<file path="src/rtl/move_input_cond.sv">
// move_input_cond: synchronizes and debounces the Frogger movement switches
// and start button. It turns movement presses into arbitrated single-cycle
// move strobes (Up > Down > Left > Right) and start presses into a start strobe.
// Build option: define MOVE_AUTO_REPEAT_EN to get auto-repeat while a switch
// is held. Without it, each press gives exactly one move pulse.
module move_input_cond #(
    parameter int c_DEBOUNCE_LIMIT = 250000,
    parameter int c_REPEAT_DELAY   = 12500000,
    parameter int c_REPEAT_RATE    = 5000000
) (
    input  logic       i_Clk,
    input  logic       i_Reset,
    input  logic       i_Game_Start,
    input  logic       i_Up_Mvt,
    input  logic       i_Down_Mvt,
    input  logic       i_Left_Mvt,
    input  logic       i_Right_Mvt,
    input  logic       i_Enable,
    output logic       o_Up_Pulse,
    output logic       o_Down_Pulse,
    output logic       o_Left_Pulse,
    output logic       o_Right_Pulse,
    output logic       o_Start_Pulse,
    output logic       o_Locked,
    output logic [1:0] o_Dir_Code
);
    // Inputs are indexed 0=Up, 1=Down, 2=Left, 3=Right, 4=Start.
    localparam int N_IN  = 5;
    localparam int START = 4;
    localparam int CNT_W = $clog2(c_DEBOUNCE_LIMIT + 1);
    localparam logic [CNT_W-1:0] LIMIT_CNT = CNT_W'(c_DEBOUNCE_LIMIT);

`ifdef MOVE_AUTO_REPEAT_EN
    localparam int TMR_W = 24;
    localparam logic [TMR_W-1:0] DELAY_LOAD = TMR_W'(c_REPEAT_DELAY - 1);
    localparam logic [TMR_W-1:0] RATE_LOAD  = TMR_W'(c_REPEAT_RATE - 1);
    typedef enum logic [1:0] {IDLE = 2'd0, DELAY = 2'd1, REPEAT = 2'd2} state_t;
    logic [TMR_W-1:0] timer_q, timer_d;
`else
    typedef enum logic [1:0] {IDLE = 2'd0, DELAY = 2'd1} state_t;
    logic unused_repeat_cfg;
    assign unused_repeat_cfg = ^{c_REPEAT_DELAY, c_REPEAT_RATE};
`endif

    logic [N_IN-1:0]  raw_in;
    logic [N_IN-1:0]  sync1_q, sync1_d, sync2_q, sync2_d;
    logic [N_IN-1:0]  deb_q, deb_d;
    logic [CNT_W-1:0] cnt_q [N_IN];
    logic [CNT_W-1:0] cnt_d [N_IN];
    logic             start_prev_q, start_prev_d;
    logic             start_pulse_q, start_pulse_d;
    state_t           state_q, state_d;
    logic [1:0]       dir_q, dir_d;
    logic [3:0]       move_pulse_q, move_pulse_d;
    logic             locked_q, locked_d;
    logic [1:0]       code_q, code_d;
    logic [3:0]       dir_held;
    logic             any_held;
    logic [1:0]       pri_code;

    assign raw_in   = {i_Game_Start, i_Right_Mvt, i_Left_Mvt, i_Down_Mvt, i_Up_Mvt};
    assign dir_held = deb_q[3:0];

    // Two-flop synchronizer and a stability counter per input; a state flips only after a long enough disagreement
    always_comb begin
        sync1_d = raw_in;
        sync2_d = sync1_q;
        deb_d   = deb_q;
        for (int i = 0; i < N_IN; i++) begin
            cnt_d[i] = '0;
            if (sync2_q[i] != deb_q[i]) begin
                if (cnt_q[i] == LIMIT_CNT) begin
                    deb_d[i] = ~deb_q[i];
                end else begin
                    cnt_d[i] = cnt_q[i] + CNT_W'(1);
                end
            end
        end
    end

    // Rising edge of the debounced start level, delayed one cycle to stay fully registered
    always_comb begin
        start_prev_d  = deb_q[START];
        start_pulse_d = deb_q[START] & ~start_prev_q;
    end

    // Highest-priority held direction: Up > Down > Left > Right
    always_comb begin
        any_held = |dir_held;
        if (dir_held[0]) begin
            pri_code = 2'd0;
        end else if (dir_held[1]) begin
            pri_code = 2'd1;
        end else if (dir_held[2]) begin
            pri_code = 2'd2;
        end else begin
            pri_code = 2'd3;
        end
    end

    // Move FSM: claim a direction, pulse it, optionally repeat, release when the owned switch lets go
    always_comb begin
        state_d      = state_q;
        dir_d        = dir_q;
        move_pulse_d = '0;
`ifdef MOVE_AUTO_REPEAT_EN
        timer_d      = timer_q;
`endif
        if (!i_Enable) begin
            state_d = IDLE;
        end else begin
            case (state_q)
                IDLE: begin
                    if (any_held) begin
                        dir_d                  = pri_code;
                        move_pulse_d[pri_code] = 1'b1;
                        state_d                = DELAY;
`ifdef MOVE_AUTO_REPEAT_EN
                        timer_d                = DELAY_LOAD;
`endif
                    end
                end
`ifdef MOVE_AUTO_REPEAT_EN
                DELAY, REPEAT: begin
                    if (!dir_held[dir_q]) begin
                        state_d = IDLE;
                    end else if (timer_q == '0) begin
                        move_pulse_d[dir_q] = 1'b1;
                        timer_d             = RATE_LOAD;
                        state_d             = REPEAT;
                    end else begin
                        timer_d = timer_q - TMR_W'(1);
                    end
                end
`else
                DELAY: begin
                    if (!dir_held[dir_q]) begin
                        state_d = IDLE;
                    end
                end
`endif
                default: state_d = IDLE;
            endcase
        end
        locked_d = (state_d != IDLE);
        code_d   = locked_d ? dir_d : 2'd0;
    end

    // All state and output registers, cleared together by the synchronous reset
    always_ff @(posedge i_Clk) begin
        if (i_Reset) begin
            sync1_q       <= '0;
            sync2_q       <= '0;
            deb_q         <= '0;
            for (int i = 0; i < N_IN; i++) begin
                cnt_q[i] <= '0;
            end
            start_prev_q  <= 1'b0;
            start_pulse_q <= 1'b0;
            state_q       <= IDLE;
            dir_q         <= 2'd0;
            move_pulse_q  <= '0;
            locked_q      <= 1'b0;
            code_q        <= 2'd0;
`ifdef MOVE_AUTO_REPEAT_EN
            timer_q       <= '0;
`endif
        end else begin
            sync1_q       <= sync1_d;
            sync2_q       <= sync2_d;
            deb_q         <= deb_d;
            for (int i = 0; i < N_IN; i++) begin
                cnt_q[i] <= cnt_d[i];
            end
            start_prev_q  <= start_prev_d;
            start_pulse_q <= start_pulse_d;
            state_q       <= state_d;
            dir_q         <= dir_d;
            move_pulse_q  <= move_pulse_d;
            locked_q      <= locked_d;
            code_q        <= code_d;
`ifdef MOVE_AUTO_REPEAT_EN
            timer_q       <= timer_d;
`endif
        end
    end

    assign o_Up_Pulse    = move_pulse_q[0];
    assign o_Down_Pulse  = move_pulse_q[1];
    assign o_Left_Pulse  = move_pulse_q[2];
    assign o_Right_Pulse = move_pulse_q[3];
    assign o_Start_Pulse = start_pulse_q;
    assign o_Locked      = locked_q;
    assign o_Dir_Code    = code_q;

endmodule

</file>
<file path="config.mk">
export PLATFORM = sky130hd
export DESIGN_NAME = move_input_cond
export DESIGN_NICKNAME = d
export VERILOG_FILES = /design/src/rtl/move_input_cond.sv
export SDC_FILE = /design/constraint.sdc
export NUM_CORES = 1
export LEC_CHECK = 0
export CAP_MARGIN = 20
export CORE_ASPECT_RATIO = 0.5
export CORE_MARGIN = 2
export CORE_UTILIZATION = 65
export DETAILED_ROUTE_END_ITERATION = 7
export PLACE_DENSITY = 0.94
export SYNTH_ARGS = -nofsm -noshare
export SYNTH_HDL_FRONTEND = slang
export SYNTH_SLANG_ARGS = --single-unit
</file>
<file path="constraint.sdc">
create_clock -name i_Clk -period 3.4 [get_ports i_Clk]
set_clock_uncertainty 0.2 [all_clocks]
set_input_delay 0.34 -clock i_Clk [delete_from_list [all_inputs] [get_ports i_Clk]]
set_output_delay 0.34 -clock i_Clk [all_outputs]
set_load 0.05 [all_outputs]
</file>
==> insert_results.sql, run 1 <==
INSERT INTO impl_metrics (metric_group, metric, value, unit) VALUES
('run_status', 'status', 'finished, final reports clean', ''),
('logic_synthesis', 'cell_types_occupying_the_most_area_after_synthesis', 'dfxtp_1 46%, nor2_1 7.0%, xnor2_1 6.4%', ''),
('worst_setup_path', 'timing.critical_path.to', 'cnt_q[0][24]$_SDFF_PP0_', ''),
('clocking', 'tritoncts', 'yes', ''),
('sta', 'final_hold_viol_count', '0', ''),
('logic_synthesis', 'synth_edf_count', '0', ''),
('clocking', 'h_tree_levels', '4', ''),
('grt', 'grtUsageMet2', '51.7', '%'),
('logic_synthesis', 'yosys_register_bits', '118', ''),
('grt', 'grt_first_pass_wirelength', '19.7', 'mm'),
('sta', 'maxSlewHeadroom', '48.2', '%'),
('route', 'routed-via-count', '4350', ''),
('logic_synthesis', 'synth.lib_cells_used.distinct', '43', ''),
('grt', 'grt_overflow', '0', ''),
('logic_synthesis', 'postSynth.asyncResetShare', '0', '%'),
('grt', 'grt.met1_usage', '33.2', '%'),
('route', 'routed_via_density', '6.08', ''),
('worst_setup_path', 'critPathArrivalTime', '2.51', 'ns'),
('worst_setup_path', 'path_max_fanout', '18', ''),
('clocking', 'cts_root_buffer', 'clkbuf_16', ''),
('die', 'floorplan.core_area', '0.00751', 'mm²'),
('power_and_ir_drop', 'p_per_area', '537', 'mW/mm²'),
('route', 'dr.first_iter.drc_count', '408', ''),
('worst_hold_path', 'min-delay-path-class', 'reg -> reg', ''),
('clocking', 'cts_setup_buffers', '0', ''),
('grt', 'vias_in_the_first_global_route', '4203', ''),
('logic_synthesis', 'synth-main-ff-cell', 'dfxtp_1', ''),
('clocking', 'cts_sinks', '118', ''),
('worst_setup_path', 'critPathSlowestCell', 'o21ai_2', ''),
('logic_synthesis', 'yosysWarningCount', '0', ''),
('power_and_ir_drop', 'power.leakage', '1.85', 'nW'),
('die', 'floorplan.initialDensity', '68.9', '%'),
('clocking', 'post_cts_resize_count', '0', ''),
('sta', 'worst-slew-pin-transition', '0.777', 'ns'),
('logic_synthesis', 'synthesized_net_count', '591', ''),
('worst_setup_path', 'setup.worst_path.end_class', 'register', ''),
('route', 'wl_per_cell', '16.5', 'µm'),
('cells_and_area', 'layout-area-overhead-vs-synth', '14.9', '%'),
('place', 'gp_congestion', '0.840', ''),
('grt', 'grt_antenna_before_repair', '0', ''),
('worst_setup_path', 'r2r-end', 'cnt_q[0][24]$_SDFF_PP0_', ''),
('place', 'placed_area', '0.00537', 'mm²'),
('worst_setup_path', 'timing.critical_path.slowest_cell_delay', '0.62', 'ns'),
('place', 'port_buffers', '15', ''),
('logic_synthesis', 'synthDominantAreaCellType', 'dfxtp_1', ''),
('logic_synthesis', 'synthCells', '573', ''),
('logic_synthesis', 'synth.yosys.seq_area_share', '45.6', '%'),
('die', 'chipHeight', '67.1', 'µm'),
('place', 'detailed_placer_s_ending_hpwl', '6.45', 'mm'),
('sta', 'period_minus_slack', '2.46', 'ns'),
('worst_setup_path', 'crit_path_cell_trace', 'or4_1, or3_4, o21ai_2, nor2_1', ''),
('cells_and_area', 'design.final.nets', '612', ''),
('logic_synthesis', 'synthesis.area', '0.00517', 'mm²'),
('route', 'drtAntennaViolNets', '0', ''),
('worst_setup_path', 'r2r_slack', '0.94', 'ns'),
('sta', 'setup_viol_count_final', '0', ''),
('die', 'floorplan.io_pins', '16', ''),
('worst_setup_path', 'rr_worst_depth', '4', ''),
('cells_and_area', 'finalInstanceArea', '0.00595', 'mm²'),
('die', 'die_ar', '0.00873', 'mm²'),
('logic_synthesis', 'synth.avg_cell_area', '9.03', 'µm²'),
('grt', 'grt_util_met3', '10.7', '%'),
('sta', 'setup_repair_after_global_routing_missed_its_margin', 'no', ''),
('sta', 'finalMaxSlewViolations', '0', ''),
('sta', 'min_period_over_period', '72.3', '%'),
('clocking', 'cts_inserted_buffers', '17', ''),
('die', 'floorplan.rows', '22', ''),
('route', 'final_routed_drc_violation_total', '0', ''),
('grt', 'global_route.peak_usage_layer', 'met2', ''),
('sta', 'setup_tns', '0', 'ns'),
('clocking', 'worst_skew_pair.late_latency', '0.42', 'ns');
-- cell type report --
cell class	count	area (µm²)	share of cell area, %
Multi-Input combinational cell	413	2610	43.9
Sequential cell	118	2360	39.7
Clock buffer	22	474	7.98
Timing Repair Buffer	16	158	2.65
Tap cell	108	135	2.27
Inverter	28	105	1.77
Clock inverter	10	103	1.73
-- layout by cell type, fill, tap and decap left out, types with 17 or more instances in the layout --
cell type  instances
dfxtp_1          118
nor2_1            96
xnor2_1           38
nand3_1           36
xor2_1            34
nand4_1           31
inv_1             28
nand2_1           20
nor4_1            18
a21oi_1           18
clkbuf_16         17
-- flip-flops by register name, indices dropped and copies added, names as in the netlist --
register       flops
dir_q              2
state_q            2
sync2_q            5
o_Start_Pulse      1
move_pulse_q       4
cnt_q             90
o_Dir_Code         2
o_Locked           1
sync1_q            5
start_prev_q       1
deb_q              5
-- through the flow --
stage / util, % / hold WS, ns / instances / setup WS, ns / power [W]
global placement: 71.4 / 0.171 / 683 / 1.18 / 0.00146
floorplan: - / 0.167 / 573 / 1.38 / 0.00145
detailed placement: 71.4 / 0.189 / 683 / 1.07 / 0.00146
finish: 79.1 / 0.187 / 715 / 0.942 / 0.00319
CTS: 79.1 / 0.196 / 715 / 0.987 / 0.00320
global route: 79.1 / 0.201 / 715 / 0.921 / 0.00327
-- synthesized netlist by cell type (4+ instances only) --
master / count
nand4_1: 31
nor3_1: 7
buf_6: 5
nand2_1: 20
a21oi_1: 18
o31ai_1: 6
o21ai_0: 13
nor2b_1: 12
clkbuf_1: 6
and2_1: 8
or4_1: 8
or3_4: 4
xnor2_1: 38
or3_1: 13
xor2_1: 34
inv_1: 28
nand3_1: 36
nor4_1: 18
ha_1: 10
and4_1: 6
nor2_1: 96
dfxtp_1: 118
-- power breakdown --
| part | internal (W) | switching [W] |
|---|---|---|
| combinational | 0.0000173 | 0.0000231 |
| clock | 0.00113 | 0.000627 |
| sequential | 0.00139 | 0.00000560 |
-- cells by family (layout without fill, tap and decap cells) --
group           after synthesis  in the layout  share of synthesized area (%)
buf+inv                      42             76                           3.94
other cells                   1              1                         0.0725
fa+ha+maj                    10             10                           2.42
xor+xnor                     72             72                           12.2
mux                           1              1                          0.435
flops                       118            118                           45.6
simple gates                284            284                           29.7
compound gates               45             45                           5.56
-- worst min-delay path by stage --
stage / from / to / slack (ns) / cells after the start
floorplan: start_prev_q$_SDFF_PP0_ / o_Start_Pulse$_SDFF_PP0_ / 0.17 / 1
global placement: start_prev_q$_SDFF_PP0_ / o_Start_Pulse$_SDFF_PP0_ / 0.17 / 1
detailed placement: start_prev_q$_SDFF_PP0_ / o_Start_Pulse$_SDFF_PP0_ / 0.19 / 1
CTS: start_prev_q$_SDFF_PP0_ / o_Start_Pulse$_SDFF_PP0_ / 0.20 / 1
global route: start_prev_q$_SDFF_PP0_ / o_Start_Pulse$_SDFF_PP0_ / 0.20 / 1
finish: start_prev_q$_SDFF_PP0_ / o_Start_Pulse$_SDFF_PP0_ / 0.19 / 1
-- routing by layer --
layer / wire (µm) / part of all wire [%] / vias up
met5: 0 / 0 / -
li1: - / - / 2041
met2: 5750 / 49 / 188
met3: 705 / 6.0 / 53
met1: 4830 / 41 / 2068
met4: 489 / 4.2 / 0
-- worst max-delay path, delay by kind of cell (launching register included) --
kind,cells,cell delay (ns)
compound gates,1,0.62
flops,1,0.35
simple gates,3,1.12
Note: power is estimated with default switching activity, not from simulation.
==> run 2: changes to the inputs <==
Settings changed: CORE_UTILIZATION 65 to 55, PLACE_DENSITY 0.94 to 0.85.
Clock period 3.4 ns to 2.1 ns, I/O delays scaled along.
==> insert_results.sql, run 2 (synthesis gave the netlist of run 1 again) <==
INSERT INTO impl_metrics (metric_group, metric, value, unit) VALUES
('worst_setup_path', 'r2r-end', 'deb_q[0]$_SDFFE_PP0P_', ''),
('grt', 'vias_in_the_first_global_route', '4201', ''),
('sta', 'fmax', '490', 'MHz'),
('power_and_ir_drop', 'p_per_area', '858', 'mW/mm²'),
('die', 'floorplan.initialDensity', '58.0', '%'),
('place', 'dp_cells', '716', ''),
('cells_and_area', 'drive_gt1_share', '11.7', '%'),
('grt', 'grt_overflow', '0', ''),
('route', 'drtAntennaViolNets', '0', ''),
('clocking', 'cts-root-to-sink-buffers', '2', ''),
('worst_setup_path', 'rr_startpoint', 'cnt_q[0][6]$_SDFF_PP0_', ''),
('worst_hold_path', 'hold_depth', '2', ''),
('worst_setup_path', 'worst-setup-path-type', 'reg -> reg', ''),
('route', 'routed-via-count', '4318', ''),
('sta', 'setup_tns', '0', 'ns'),
('power_and_ir_drop', 'power.leakage', '2.00', 'nW'),
('run_status', 'status', 'finished, final reports clean', ''),
('sta', 'final_hold_viol_count', '0', ''),
('worst_setup_path', 'timing.critical_path.from_type', 'register', ''),
('die', 'floorplan.io_pins', '16', ''),
('grt', 'grt_first_pass_wirelength', '19.0', 'mm'),
('die', 'die_width', '141', 'µm'),
('clocking', 'cts_hold_repair.buffers', '0', ''),
('clocking', 'cts_root_buffer', 'clkbuf_16', ''),
('cells_and_area', 'commonest_cells_after_routing_fill_and_taps_aside', '116 x dfxtp_1, 96 x nor2_1, 38 x xnor2_1', ''),
('sta', 'setup_repair_after_global_routing_missed_its_margin', 'no', ''),
('route', 'routed_via_density', '5.77', ''),
('clocking', 'worst_skew_pair.late_latency', '0.42', 'ns'),
('clocking', 'cts_inserted_buffers', '17', ''),
('worst_setup_path', 'worst-endpoint-required', '2.25', 'ns'),
('die', 'chipHeight', '72.6', 'µm'),
('grt', 'grtUsageTotal', '23.2', '%'),
('cells_and_area', 'design.final.nets', '638', ''),
('clocking', 'tritoncts', 'yes', ''),
('route', 'drtPass1Iterations', '5', ''),
('cells_and_area', 'insertedDiodeCount', '0', ''),
('place', 'port_buffers', '15', ''),
('route', 'postRouteWirelength', '11.2', 'mm'),
('worst_setup_path', 'timing.critical_path.slowest_cell_delay', '0.54', 'ns'),
('grt', 'grt_max_degree', '24', ''),
('sta', 'worst-slew-pin-transition', '0.512', 'ns'),
('clocking', 'worst_setup_hold_path_clk_slew', '0.05', 'ns'),
('worst_setup_path', 'setup.worst_path.end_class', 'register', ''),
('power_and_ir_drop', 'power.ir.vdd_worst', '0.652', 'mV'),
('place', 'gp_congestion', '0.900', ''),
('cells_and_area', 'layout_commonest_cell', 'dfxtp_1', ''),
('clocking', 'h_tree_levels', '4', ''),
('worst_setup_path', 'critPathArrivalTime', '2.19', 'ns'),
('die', 'floorplan.rows', '24', ''),
('place', 'detailed_placer_s_ending_hpwl', '6.82', 'mm'),
('die', 'die_ar', '0.0102', 'mm²'),
('cells_and_area', 'largest-register', 'cnt_q', ''),
('worst_hold_path', 'whs_endpoint', 'sync1_q[0]$_SDFF_PP0_', ''),
('cells_and_area', 'layout-area-overhead-vs-synth', '20.6', '%'),
('run', 'drv.max_cap_violation_count', '0', ''),
('sta', 'maxSlewHeadroom', '65.8', '%'),
('worst_setup_path', 'path_max_fanout', '6', ''),
('clocking', 'cts_sinks', '118', ''),
('sta', 'finalMaxSlewViolations', '0', ''),
('sta', 'period_minus_slack', '2.04', 'ns'),
('die', 'floorplan.core_area', '0.00892', 'mm²'),
('sta', 'min_period_over_period', '97.2', '%'),
('route', 'wl_per_cell', '15.0', 'µm'),
('worst_setup_path', 'crit_path_cell_trace', 'or4b_1, or3_4, or3_1, a21oi_1', ''),
('grt', 'grt_antenna_before_repair', '0', ''),
('worst_hold_path', 'min-delay-path-class', 'in -> reg', ''),
('worst_hold_path', 'holdCritStartpoint', 'i_Up_Mvt', ''),
('cells_and_area', 'final_cell_count_no_fill', '749', ''),
('cells_and_area', 'finalInstanceArea', '0.00624', 'mm²'),
('route', 'dr.first_iter.drc_count', '398', ''),
('sta', 'setup_viol_count_final', '0', ''),
('worst_setup_path', 'critPathSlowestCell', 'or4b_1', ''),
('worst_setup_path', 'rr_worst_depth', '4', ''),
('cells_and_area', 'number_of_flip_flops_under_the_largest_register_name', '90', ''),
('worst_setup_path', 'r2r_slack', '0.06', 'ns'),
('place', 'placed_area', '0.00559', 'mm²'),
('route', 'final_routed_drc_violation_total', '0', '');
run 2: cell types whose count changed in the layout (fill, tap and decap cells not counted), sizes merged:
cell / change
clkinvlp: +1
clkinv: -4
buf: +26
bufinv: +2
run 2: report_power, final:
group,internal (W),switching (W)
clock network,0.00203,0.000984
registers,0.00225,0.00000726
logic,0.0000371,0.0000390
run 2: how the worst max path moves through the flow:
stage	start	end	slack [ns]	cells past startpoint
after floorplan	cnt_q[0][36]$_SDFF_PP0_	cnt_q[0][52]$_SDFF_PP0_	0.08	7
after global placement	cnt_q[0][73]$_SDFF_PP0_	deb_q[4]$_SDFFE_PP0P_	0.10	6
after detailed placement	cnt_q[0][73]$_SDFF_PP0_	deb_q[4]$_SDFFE_PP0P_	0.03	6
after CTS	cnt_q[0][37]$_SDFF_PP0_	deb_q[2]$_SDFFE_PP0P_	0.009	6
after global routing	cnt_q[0][37]$_SDFF_PP0_	deb_q[2]$_SDFFE_PP0P_	0.0006	6
final	cnt_q[0][6]$_SDFF_PP0_	deb_q[0]$_SDFFE_PP0P_	0.06	4
run 2: metrics by stage:
| stage | util [%] | hold WS [ns] | power, W | setup slack, ns |
|---|---|---|---|---|
| floorplan | - | 0.138 | 0.00235 | 0.0841 |
| global placement | 62.6 | 0.172 | 0.00238 | 0.103 |
| detailed placement | 62.6 | 0.182 | 0.00238 | 0.0301 |
| CTS | 69.6 | 0.139 | 0.00538 | 0.00943 |
| global route | 69.9 | 0.181 | 0.00547 | 0.000570 |
| finish | 69.9 | 0.148 | 0.00535 | 0.0586 |
run 2: layout make-up:
| class | instances | area [µm²] |
|---|---|---|
| clock inverter | 9 | 150 |
| multi-input combinational | 413 | 2630 |
| timing repair buffer | 42 | 382 |
| clock buffer | 22 | 464 |
| inverter | 28 | 105 |
| tap | 117 | 146 |
| sequential | 118 | 2360 |
| fill | 561 | 2680 |
run 2: critical path: cells and delay by family, from the launching register on:
kind | cells | cell delay (ns)
AOI/OAI and AO/OA | 1 | 0.16
and+or+nand+nor | 3 | 1.26
DFF | 1 | 0.36
run 2: repair_timing:
| action | 4_1_cts | 5_1_grt |
|---|---|---|
| buffers inserted | 0 | 2 |
| endpoints found under the setup margin | 2 | 32 |
| gates cloned | 0 | 0 |
| pin swaps | 0 | 4 |
| resized for setup | 1 | 5 |
run 2: routing by layer:
layer  wire length [µm]  GRT usage (%)  vias to the layer above
li1                   -              -                     2086
met2               5700           42.6                      136
met1               4740           25.9                     2070
met3                548           5.58                       26
met4                225           11.8                        0
met5                  0              0                        -
==> run 3: changes to the inputs <==
Settings changed: CORE_UTILIZATION 55 to 61, PLACE_DENSITY 0.85 to 0.89.
Clock period 2.1 ns to 2.2 ns, I/O delays scaled along.
==> insert_results.sql, run 3 (synthesis gave the netlist of run 1 again) <==
INSERT INTO impl_metrics (metric_group, metric, value, unit) VALUES
('run_status', 'status', 'finished, final reports clean', ''),
('grt', 'grt_first_pass_wirelength', '19.9', 'mm'),
('worst_setup_path', 'rr_startpoint', 'cnt_q[0][72]$_SDFF_PP0_', ''),
('place', 'dp_cells', '698', ''),
('worst_hold_path', 'whs_endpoint', 'sync1_q[0]$_SDFF_PP0_', ''),
('clocking', 'h_tree_levels', '4', ''),
('die', 'die_width', '134', 'µm'),
('sta', 'setup_repair_after_global_routing_missed_its_margin', 'no', ''),
('clocking', 'tritoncts', 'yes', ''),
('grt', 'grt_max_degree', '24', ''),
('power_and_ir_drop', 'pwr-share-clk', '55.1', '%'),
('cells_and_area', 'final_cell_count_no_fill', '730', ''),
('cells_and_area', 'area_used_by_sequential_logic_in_the_layout', '0.00236', 'mm²'),
('die', 'floorplan.rows', '23', ''),
('power_and_ir_drop', 'share_seq_of_total_power', '43.5', '%'),
('cells_and_area', 'finalCoreUtilization', '75.2', '%'),
('clocking', 'cts_root_buffer', 'clkbuf_16', ''),
('worst_hold_path', 'holdCritStartpoint', 'i_Up_Mvt', ''),
('sta', 'final_hold_viol_count', '0', ''),
('place', 'detailed_placer_s_ending_hpwl', '6.84', 'mm'),
('cells_and_area', 'layout_commonest_cell', 'dfxtp_1', ''),
('place', 'dp_worst_setup_slack', '0.0984', 'ns'),
('route', 'dr.first_iter.drc_count', '459', ''),
('worst_hold_path', 'hold_depth', '2', ''),
('power_and_ir_drop', 'power.switching_fraction', '20.9', '%'),
('worst_setup_path', 'crit_path_cell_trace', 'inv_1, ha_1, or4bb_1, or3_4, or4_1, nand2_1', ''),
('route', 'routed_via_density', '5.95', ''),
('worst_setup_path', 'critPathTopFamily', 'simple AND/OR/NAND/NOR gates', ''),
('sta', 'min_period_over_period', '96.1', '%'),
('route', 'postRouteWirelength', '11.5', 'mm'),
('power_and_ir_drop', 'power.ir.vdd_worst', '0.570', 'mV'),
('grt', 'grt_overflow', '0', ''),
('die', 'floorplan.core_area', '0.00812', 'mm²'),
('worst_setup_path', 'path_buf_inv', '1', ''),
('power_and_ir_drop', 'power', '0.00497', 'W'),
('sta', 'maxSlewHeadroom', '65.0', '%'),
('route', 'drtPass1Iterations', '5', ''),
('sta', 'finalMaxSlewViolations', '0', ''),
('sta', 'period_minus_slack', '2.11', 'ns'),
('sta', 'setup_viol_count_final', '0', ''),
('place', 'port_buffers', '15', ''),
('power_and_ir_drop', 'power.leakage', '1.92', 'nW'),
('cells_and_area', 'drive_gt1_share', '9.71', '%'),
('cells_and_area', 'commonest_cells_after_routing_fill_and_taps_aside', '117 x dfxtp_1, 96 x nor2_1, 38 x xnor2_1', ''),
('die', 'chipHeight', '69.1', 'µm'),
('grt', 'grt_antenna_before_repair', '0', ''),
('worst_setup_path', 'path_max_fanout', '5', ''),
('worst_setup_path', 'setup.worst_path.end_class', 'register', ''),
('cells_and_area', 'insertedDiodeCount', '0', ''),
('worst_setup_path', 'r2r_slack', '0.09', 'ns'),
('worst_setup_path', 'timing.critical_path.slowest_cell_delay', '0.42', 'ns'),
('route', 'final_routed_drc_violation_total', '0', ''),
('worst_setup_path', 'rr_worst_depth', '6', ''),
('die', 'floorplan.initialDensity', '63.8', '%'),
('grt', 'grtUsageTotal', '26.6', '%'),
('grt', 'vias_in_the_first_global_route', '4261', ''),
('worst_setup_path', 'timing.critical_path.from_type', 'register', ''),
('cells_and_area', 'multi_input_comb_area', '0.00261', 'mm²'),
('worst_setup_path', 'critPathArrivalTime', '2.27', 'ns'),
('die', 'floorplan.io_pins', '16', ''),
('worst_setup_path', 'critPathSlowestCell', 'or3_4', ''),
('sta', 'layout_setup_ws', '0.0869', 'ns'),
('cells_and_area', 'number_of_flip_flops_under_the_largest_register_name', '90', ''),
('power_and_ir_drop', 'switching_power', '0.00104', 'W'),
('power_and_ir_drop', 'internal-power', '0.00393', 'W'),
('sta', 'worst-slew-pin-transition', '0.523', 'ns'),
('sta', 'setup_tns', '0', 'ns'),
('worst_setup_path', 'worst-setup-path-type', 'reg -> reg', ''),
('power_and_ir_drop', 'p_per_area', '815', 'mW/mm²'),
('route', 'wl_per_cell', '15.8', 'µm'),
('sta', 'fmax', '473', 'MHz'),
('worst_setup_path', 'r2r-end', 'deb_q[4]$_SDFFE_PP0P_', ''),
('clocking', 'worst_setup_hold_path_clk_slew', '0.06', 'ns'),
('route', 'routed-via-count', '4342', ''),
('die', 'die_ar', '0.00928', 'mm²'),
('place', 'gp_congestion', '0.896', ''),
('power_and_ir_drop', 'fraction_of_power_consumed_by_combinational_cells', '1.4', '%'),
('clocking', 'cts-root-to-sink-buffers', '2', ''),
('route', 'drtAntennaViolNets', '0', ''),
('worst_setup_path', 'worst-endpoint-required', '2.36', 'ns'),
('clocking', 'worst_skew_pair.late_latency', '0.41', 'ns'),
('cells_and_area', 'layout-area-overhead-vs-synth', '17.9', '%'),
('worst_hold_path', 'min-delay-path-class', 'in -> reg', ''),
('cells_and_area', 'design.final.nets', '623', ''),
('clocking', 'cts_sinks', '118', ''),
('cells_and_area', 'n_fill_cell', '482', ''),
('clocking', 'cts_setup_buffers', '0', ''),
('cells_and_area', 'largest-register', 'cnt_q', ''),
('run', 'drv.max_cap_violation_count', '0', ''),
('clocking', 'cts_inserted_buffers', '17', '');
==> run 3: cell count changes in the layout (fill, tap and decap cells not counted), moves of 2 or more <==
cell,before,now
clkbuf_1,3,0
bufinv_16,4,2
buf_12,2,4
clkinv_4,0,2
clkinvlp_4,2,4
buf_4,24,8
==> run 3: how the worst max path moves through the flow <==
stage	from	endpoint	cells past startpoint
after floorplan	cnt_q[0][36]$_SDFF_PP0_	cnt_q[0][52]$_SDFF_PP0_	7
after global routing	cnt_q[0][72]$_SDFF_PP0_	deb_q[4]$_SDFFE_PP0P_	6
after global placement	cnt_q[0][36]$_SDFF_PP0_	deb_q[2]$_SDFFE_PP0P_	6
final	cnt_q[0][72]$_SDFF_PP0_	deb_q[4]$_SDFFE_PP0P_	6
after CTS	cnt_q[0][72]$_SDFF_PP0_	deb_q[4]$_SDFFE_PP0P_	6
after detailed placement	cnt_q[0][72]$_SDFF_PP0_	deb_q[4]$_SDFFE_PP0P_	6
==> run 3: metal layers <==
metal | track usage (%) | vias up | share of wire [%]
li1 | - | 2063 | -
met3 | 7.58 | 42 | 5.5
met2 | 45.0 | 169 | 50
met4 | 14.3 | 0 | 3.1
met5 | 0 | - | 0
met1 | 30.7 | 2068 | 42
==> run 3: area by class of cell <==
type | count | area share, %
tap | 112 | 2.30
timing repair buffer | 27 | 4.76
sequential | 118 | 38.7
clock inverter | 12 | 2.09
multi-input combinational | 413 | 42.8
inverter | 28 | 1.72
clock buffer | 20 | 7.65
==> run 3: power groups by stage <==
stage                     combinational [W]  sequential (W)  clock, W
after floorplan                   0.0000423         0.00220         0
after global placement            0.0000674         0.00220         0
after detailed placement          0.0000701         0.00220         0
after CTS                         0.0000714         0.00216   0.00274
after global routing              0.0000780         0.00216   0.00287
final                             0.0000719         0.00216   0.00274
==> run 3: what timing repair did <==
action                                  in CTS  in global routing
hold buffers                                 0                  0
gates resized for setup                      0                  1
endpoints found under the setup margin       0                  1
==> run 3: worst reg2reg max path, stage by stage, from the launching register on <==
cell	delay [ns]
dfxtp_1	0.35
inv_1	0.08
ha_1	0.14
or4bb_1	0.40
or3_4	0.42
or4_1	0.40
nand2_1	0.07
==> run 3: per-stage QoR <==
step           hold slack [ns]  area, µm²
2_1_floorplan            0.148       5170
3_3_place_gp             0.170       5510
3_5_place_dp             0.172       5510
4_1_cts                  0.147       6100
5_1_grt                  0.169       6100
6_report                 0.155       6100
